<file path="src/rtl/sram_port_ctrl.sv">
`timescale 1ns / 1ps
// Single-port SRAM front end: arbitrates write and read-request channels onto one access per
// cycle and captures the macro's registered Q into a 2-entry response FIFO.
module sram_port_ctrl #(
    parameter int DATA_W = 80,
    parameter int DEPTH  = 64,
    parameter int ADDR_W = 6
) (
    input  logic              clock,
    input  logic              reset,

    input  logic              wr_valid,
    output logic              wr_ready,
    input  logic [ADDR_W-1:0] wr_addr,
    input  logic [DATA_W-1:0] wr_data,

    input  logic              rd_req_valid,
    output logic              rd_req_ready,
    input  logic [ADDR_W-1:0] rd_req_addr,

    output logic              rd_resp_valid,
    input  logic              rd_resp_ready,
    output logic [DATA_W-1:0] rd_resp_data,

    output logic              sram_CEB,
    output logic              sram_WEB,
    output logic [ADDR_W-1:0] sram_A,
    output logic [DATA_W-1:0] sram_D,
    input  logic [DATA_W-1:0] sram_Q
);

    logic              inflight;
    logic [1:0]        count;
    logic              wr_ptr;
    logic              rd_ptr;
    logic              last_conflict_wr;
    logic [DATA_W-1:0] fifo_mem [2];

    logic       deq;
    logic       rd_ok;
    logic       conflict;
    logic       grant_wr;
    logic       grant_rd;
    logic [2:0] occupancy;

    // Occupancy counts the in-flight read so the FIFO can never be oversubscribed.
    always_comb begin
        rd_resp_valid = (count != 2'd0);
        deq           = rd_resp_valid & rd_resp_ready;
        occupancy     = {1'b0, count} + {2'b00, inflight} - {2'b00, deq};
        rd_ok         = rd_req_valid & (occupancy < 3'd2);
        conflict      = wr_valid & rd_ok;
        grant_wr      = wr_valid & (~rd_ok | ~last_conflict_wr);
        grant_rd      = rd_ok & ~grant_wr;
        wr_ready      = grant_wr;
        rd_req_ready  = grant_rd;
        rd_resp_data  = fifo_mem[rd_ptr];
    end

    always_comb begin
        sram_CEB = 1'b1;
        sram_WEB = 1'b1;
        sram_A   = '0;
        sram_D   = '0;
        if (grant_wr) begin
            sram_CEB = 1'b0;
            sram_WEB = 1'b0;
            sram_A   = wr_addr;
            sram_D   = wr_data;
        end else if (grant_rd) begin
            sram_CEB = 1'b0;
            sram_A   = rd_req_addr;
        end
    end

    always_ff @(posedge clock or posedge reset) begin
        if (reset) begin
            inflight         <= 1'b0;
            count            <= 2'd0;
            wr_ptr           <= 1'b0;
            rd_ptr           <= 1'b0;
            last_conflict_wr <= 1'b0;
            fifo_mem[0]      <= '0;
            fifo_mem[1]      <= '0;
        end else begin
            inflight <= grant_rd;
            if (conflict) begin
                last_conflict_wr <= grant_wr;
            end
            // Q is only meaningful the cycle after a read issue.
            if (inflight) begin
                fifo_mem[wr_ptr] <= sram_Q;
                wr_ptr           <= ~wr_ptr;
            end
            if (deq) begin
                rd_ptr <= ~rd_ptr;
            end
            case ({inflight, deq})
                2'b10:   count <= count + 2'd1;
                2'b01:   count <= count - 2'd1;
                default: count <= count;
            endcase
        end
    end

    fifo_no_overflow: assert property (@(posedge clock) disable iff (reset)
        !(inflight && (count == 2'd2) && !deq));

    addr_in_range: assert property (@(posedge clock) disable iff (reset)
        !sram_CEB |-> (int'(sram_A) < DEPTH));

endmodule

</file>
<file path="config.mk">
export PLATFORM = sky130hd
export DESIGN_NAME = sram_port_ctrl
export DESIGN_NICKNAME = d
export VERILOG_FILES = /design/src/rtl/sram_port_ctrl.sv
export SDC_FILE = /design/constraint.sdc
export NUM_CORES = 1
export LEC_CHECK = 0
export CAP_MARGIN = 20
export CORE_MARGIN = 8
export CORE_UTILIZATION = 43
export DETAILED_ROUTE_END_ITERATION = 7
export GPL_TIMING_DRIVEN = 0
export PLACE_DENSITY = 0.83
export SKIP_CTS_REPAIR_TIMING = 1
export SYNTH_ARGS = -nofsm -noshare
export SYNTH_HDL_FRONTEND = slang
export SYNTH_SLANG_ARGS = --single-unit
export TNS_END_PERCENT = 20
</file>
<file path="constraint.sdc">
create_clock -name clock -period 7.6 [get_ports clock]
set_input_delay 1.14 -clock clock [delete_from_list [all_inputs] [get_ports clock]]
set_output_delay 1.14 -clock clock [all_outputs]
set_load 0.01 [all_outputs]
</file>
==> results of run 1 <==
-- power by group through the flow --
stage                     logic [mW]  registers (mW)  clock network (mW)
after floorplan                 1.53            1.50                   0
after global placement          2.71            1.54                   0
after detailed placement        2.73            1.56                   0
after CTS                       2.76            1.55               0.854
after global routing            2.90            1.61               0.894
final                           2.72            1.55               0.831
-- state kept, by name, indices dropped and copies added, names as in the netlist --
signal / count
inflight: 1
fifo_mem: 160
wr_ptr: 1
last_conflict_wr: 1
rd_ptr: 1
count: 2
-- routing by layer --
layer	part of all wire (%)	vias to the layer above	global-route usage, %
li1	-	2775	-
met4	1.5	2	5.94
met2	50	201	34.3
met5	0.053	-	0
met3	8.3	27	7.69
met1	40	2956	25.6
-- how the worst min path moves through the flow --
stage / startpoint / to / slack [ns]
after CTS: wr_ptr / wr_ptr / 0.49
after global routing: fifo_mem[83] / fifo_mem[83] / 0.51
after global placement: wr_ptr / wr_ptr / 0.46
after detailed placement: wr_ptr / wr_ptr / 0.47
after floorplan: wr_ptr / wr_ptr / 0.45
final: wr_ptr / wr_ptr / 0.48
-- cells in the final DEF (no fill, tap or decap), types with 5 or more instances in the layout --
| master | instances |
|---|---|
| clkbuf_16 | 17 |
| buf_2 | 28 |
| dfrtp_1 | 166 |
| clkbuf_1 | 10 |
| and3_1 | 78 |
| mux2_2 | 240 |
| inv_6 | 5 |
| clkdlybuf4s50_1 | 346 |
| a32o_1 | 6 |
| clkbuf_2 | 6 |
-- through the flow --
stage / worst slack, ns / TNS (ns)
final: 2.26 / 0
after global routing: 2.13 / 0
after CTS: 2.27 / 0
after detailed placement: 2.28 / 0
after global placement: -0.285 / -44.82
after floorplan: 1.97 / 0
-- logic make-up (layout without fill, tap and decap cells) --
| group | count (synthesis) | after routing | synth area share, % |
|---|---|---|---|
| xor+xnor | 6 | 6 | 0.761 |
| simple gates | 94 | 94 | 7.71 |
| compound gates | 11 | 11 | 1.13 |
| mux | 240 | 240 | 34.3 |
| flops | 166 | 166 | 52.6 |
| buf+inv | 48 | 427 | 3.25 |
| fa+ha+maj | 1 | 1 | 0.254 |
-- layout make-up --
cell class                 count  area [µm²]
timing repair buffer         347        3490
fill                        1336        5720
clock buffer                  20         457
clock inverter                12         115
buffer                        46         249
inverter                       2        15.0
tap                          229         287
sequential                   166        4150
multi-input combinational    352        3480
==> out/results.txt, run 1 <==
Status: complete, no violations
Buf+Inv Stages, Crit Path: 2
Power Internal: 3.47 mW
First-pass GRT wire length: 36,600 µm
Arr. time, crit path: 4.20 ns
CP Capture Type: output pin
Initial Util: 43.9%
Required time of the critical path: 6.46 ns
RR Startpoint: count[1]
Worst vdd ir: 259 µV
Max-slew violations: 0
Synth top area share: 52.6%
Antenna-violating nets left: 0
Seq cells post-synth: 166
Crit-path max cell delay: 0.62 ns
Hold Violations, Final: 0
Sw Pwr: 1.63 mW
Clk root buf: clkbuf_16
Num CTS Buffers: 17
Vias per cell: 5.08
Layout cells sized above 1: 33.7%
Mapped cell area: 7890 µm²
Worst path cell trace: clkdlybuf4s50_1 > and3b_2 > a21oi_1 > nand2b_1 > fa_1 > xor2_1 > nor3_2 > a32o_1 > clkdlybuf4s50_1
GRT Util Overall: 21.0%
Clk_lat worst skew: 0.42 ns
Post-layout util: 68.2%
CP Max Fanout: 8
Slew HR: 53.9%
Vias: 5,961
Final Net Count: 1,110
Antenna violations before repair: 1
Switching Fraction: 31.9%
Final setup viols: 0
Routed wire length per instance: 20.9 µm
1st-pass router iterations: 4
Setup CP Type: input pin to output pin
Wirelength, routed: 24,600 µm
Max Fclk: 0.187 GHz
Layout area overhead: 55.2%
Clk pwr share: 16.3%
RSZ-0062 raised after global routing: false
Hold Path Class: flop to flop
Pwr Total: 5.10 mW
Max-cap viol count: 0
Finished Layout Cells: 1,174
Max Clock Skew: 0.00583 ns
HPWL after detailed placement: 18,900 µm
CTS sink count: 166
Routability cong.: 0.839
Top cell family by delay on the critical path: buffers and inverters
CTS tree: yes
I/O Pins: 348
Main synth FF type: dfrtp_1
Final min period: 5.34 ns
Syn avg cell area: 13.9 µm²
Clock-pin slew on the worst setup and hold paths: 0.06 ns
Post-synth EDFFs: 0
Core area: 18,000 µm²
Critical path's slowest cell: nor3_2
Die Area: 22,900 µm²
Critical path depth in cells: 9
I/O Buffers: 346
WHS Path Cells: 1
Drt drc: 0
Worst-margin pin slew: 0.688 ns
Drt initial violations: 190
Clock buffer depth: 2
Sequential Power Share: 30.4%
Crit path to: sram_A[4]
Post-synthesis sequential area ratio: 52.6%
Startpoint Class: input pin
H-tree levels: 4
Final period utilization: 70.2%
Syn_nets: 744
Row count: 49
Most frequent CP cell: clkdlybuf4s50_1
Crit path from: rd_resp_ready
Number of global-route vias before repair: 6,449
FFs w/ async S/R, synth: 100%
DP Area: 11,700 µm²
Lkg Pwr: 5.21 nW
PwrDens: 416 nW/µm²
Yosys warns: 0
Design Area, Final: 12,200 µm²
Comb power frac: 53.3%
Grt total ovfl: 0
Largest net degree at the start of global routing: 96
Die Y: 151 µm
RR Endpoint: inflight
Worst hold slack: 0.485 ns
Post-placement cell count: 1,142
Distinct cells, synth: 28
Synthesized instance count: 566
Reg2reg setup slack: 5.13 ns
Area leader, netlist: dfrtp_1
Top cells by count, synth: mux2_2, dfrtp_1, and3_1
Cell count of the worst reg-to-reg path: 6
Ant diodes: 0
Die width: 151 µm
Ranking of synthesized cells by area: dfrtp_1, mux2_2, and3_1
Count leader, synth: mux2_2
Power figures use the tool's default switching activity.
==> run 2, diff against run 1 <==
CORE_UTILIZATION = 38   (was 43)
PLACE_DENSITY = 0.78   (was 0.83)
clock period = 4.28 ns   (was 7.6 ns; I/O delays follow)
==> run 2 against run 1 <==
Power increased by 78%. Via count increased by 0.27%. Clock power increased by 78%. Global-route usage decreased by 1.7 points. Largest cell class unchanged. Sequential share of layout area decreased by 0.33 points. Clock skew increased by 0.010 ns. Register-to-register slack got worse by 3.1 ns. Design area increased by 0.99%. Final cell count increased by 3.7%. Sequential cell count unchanged. Combinational power increased by 78%. First-iteration DRC count increased by 32%. Highest routed layer is now met4.
==> out/results.txt, run 2 (synthesis results as in run 1) <==
Clock buffer depth: 2
Die Y: 160 µm
Required time of the critical path: 3.64 ns
Drt initial violations: 250
Critical path's slowest cell: clkdlybuf4s50_1
Setup CP Type: input pin to output pin
Worst-margin pin slew: 0.759 ns
Wirelength, routed: 24,700 µm
PwrDens: 733 nW/µm²
Slew HR: 49.3%
Max-cap viol count: 0
Setup TNS: 0 ns
Max FFs per register: 160
GRT Util Overall: 19.3%
Routed wire length per instance: 20.3 µm
HPWL after detailed placement: 19,400 µm
1st-pass router iterations: 4
Final period utilization: 97.0%
Worst vdd ir: 476 µV
Top cell family by delay on the critical path: buffers and inverters
Max-slew violations: 0
CTS sink count: 166
Top reg by flops: fifo_mem
Initial Util: 38.9%
Vias: 5,977
Buf+Inv Stages, Crit Path: 4
CP Max Fanout: 10
Die Area: 25,600 µm²
Clock-pin slew on the worst setup and hold paths: 0.06 ns
Vias per cell: 4.91
Final min period: 4.15 ns
Hold Path Class: flop to flop
Drt drc: 0
Max Clock Skew: 0.0162 ns
Antenna violations before repair: 0
Lkg Pwr: 5.28 nW
Routability cong.: 0.796
Commonest non-fill, non-tap cell in the layout: clkdlybuf4s50_1
Grt total ovfl: 0
Biggest regs: fifo_mem: 160 flops, count: 2 flops
Largest net degree at the start of global routing: 38
Clk_lat worst skew: 0.42 ns
Antenna-violating nets left: 0
Max Fclk: 0.241 GHz
RSZ-0062 raised after global routing: false
Core area: 20,300 µm²
I/O Pins: 348
CTS tree: yes
Arr. time, crit path: 3.51 ns
Die width: 160 µm
Final Net Count: 1,113
Worst path cell trace: clkdlybuf4s50_1 > and3b_2 > a21oi_1 > nand2b_1 > fa_1 > xnor2_2 > nand4_4 > buf_8 > buf_8 > and3_1 > clkdlybuf4s50_1
Row count: 52
Finished Layout Cells: 1,218
CP Capture Type: output pin
Status: complete, no violations
Startpoint Class: input pin
Clk root buf: clkbuf_16
Post-placement cell count: 1,186
H-tree levels: 4
Layout area overhead: 56.8%
I/O Buffers: 346
Num CTS Buffers: 17
Hold Violations, Final: 0
Most frequent cells in the layout: clkdlybuf4s50_1, mux2_2, dfrtp_1
Number of global-route vias before repair: 6,547
Fillers: 1,667
Crit-path max cell delay: 0.52 ns
Layout cells sized above 1: 33.9%
Final setup viols: 0
Ant diodes: 0
First-pass GRT wire length: 38,800 µm
run 2: changes by cell type in the layout (fill, tap and decap cells not counted), sizes merged:
cell	delta
buf	+3
clkdlybuf4s50	-3
dlymetal6s2s	+3
bufinv	-1
clkbuf	-1
clkinv	+1
inv	+1
run 2: path summary, 6_finish.rpt:
check / from / endpoint / slack (ns) / cells after the start
setup / recovery: rd_resp_ready / sram_D[74] / 0.13 / 11
hold / removal: wr_ptr / wr_ptr / 0.48 / 1
setup reg to reg: count[1] / last_conflict_wr / 2.03 / 7
hold reg to reg: wr_ptr / wr_ptr / 0.48 / 1
max in group asynchronous: reset / fifo_mem[131] / 2.45 / 5
min in group asynchronous: reset / fifo_mem[26] / 0.71 / 2
run 2: cell type report:
cell class | count | area [µm²] | share of cell area [%]
flip-flops and latches | 166 | 4150 | 33.6
repair buffers | 350 | 3550 | 28.7
plain buffers | 46 | 249 | 2.01
multi-input cells | 352 | 3490 | 28.2
clock inverters | 13 | 136 | 1.10
clock buffers | 19 | 443 | 3.58
inverters | 2 | 11.3 | 0.0910
well taps | 270 | 338 | 2.73
run 2: report_power, final:
group / total [mW] / switching, mW / leakage (nW) / internal [mW]
combinational: 4.83 / 1.88 / 3.06 / 2.95
sequential: 2.76 / 0.372 / 1.94 / 2.38
clock: 1.48 / 0.688 / 0.278 / 0.791
run 2: through the flow:
stage	total power, mW	area, µm²	setup slack, ns	hold WS, ns	utilization, %
final	9.06	12400	0.127	0.481	60.9
after global placement	7.56	11700	0.0969	0.465	57.6
after floorplan	5.37	7890	1.28	0.452	-
after detailed placement	7.65	11800	0.0795	0.472	58.0
after CTS	9.19	12400	0.0658	0.480	60.9
after global routing	9.64	12400	0.000995	0.511	60.9
run 2: worst register-to-register path, delay by kind of cell (launching register included):
family | cells | cell delay [ns]
compound gates | 1 | 0.08
fa+ha+maj | 1 | 0.56
flops | 1 | 0.54
xor+xnor | 1 | 0.16
simple gates | 4 | 0.84
run 2: per-layer routing:
layer	vias to the layer above	track usage [%]	wire, µm
li1	2781	-	-
met5	-	0	0
met4	0	3.31	153
met3	14	6.58	1870
met1	2984	23.7	10400
met2	198	32.5	12300
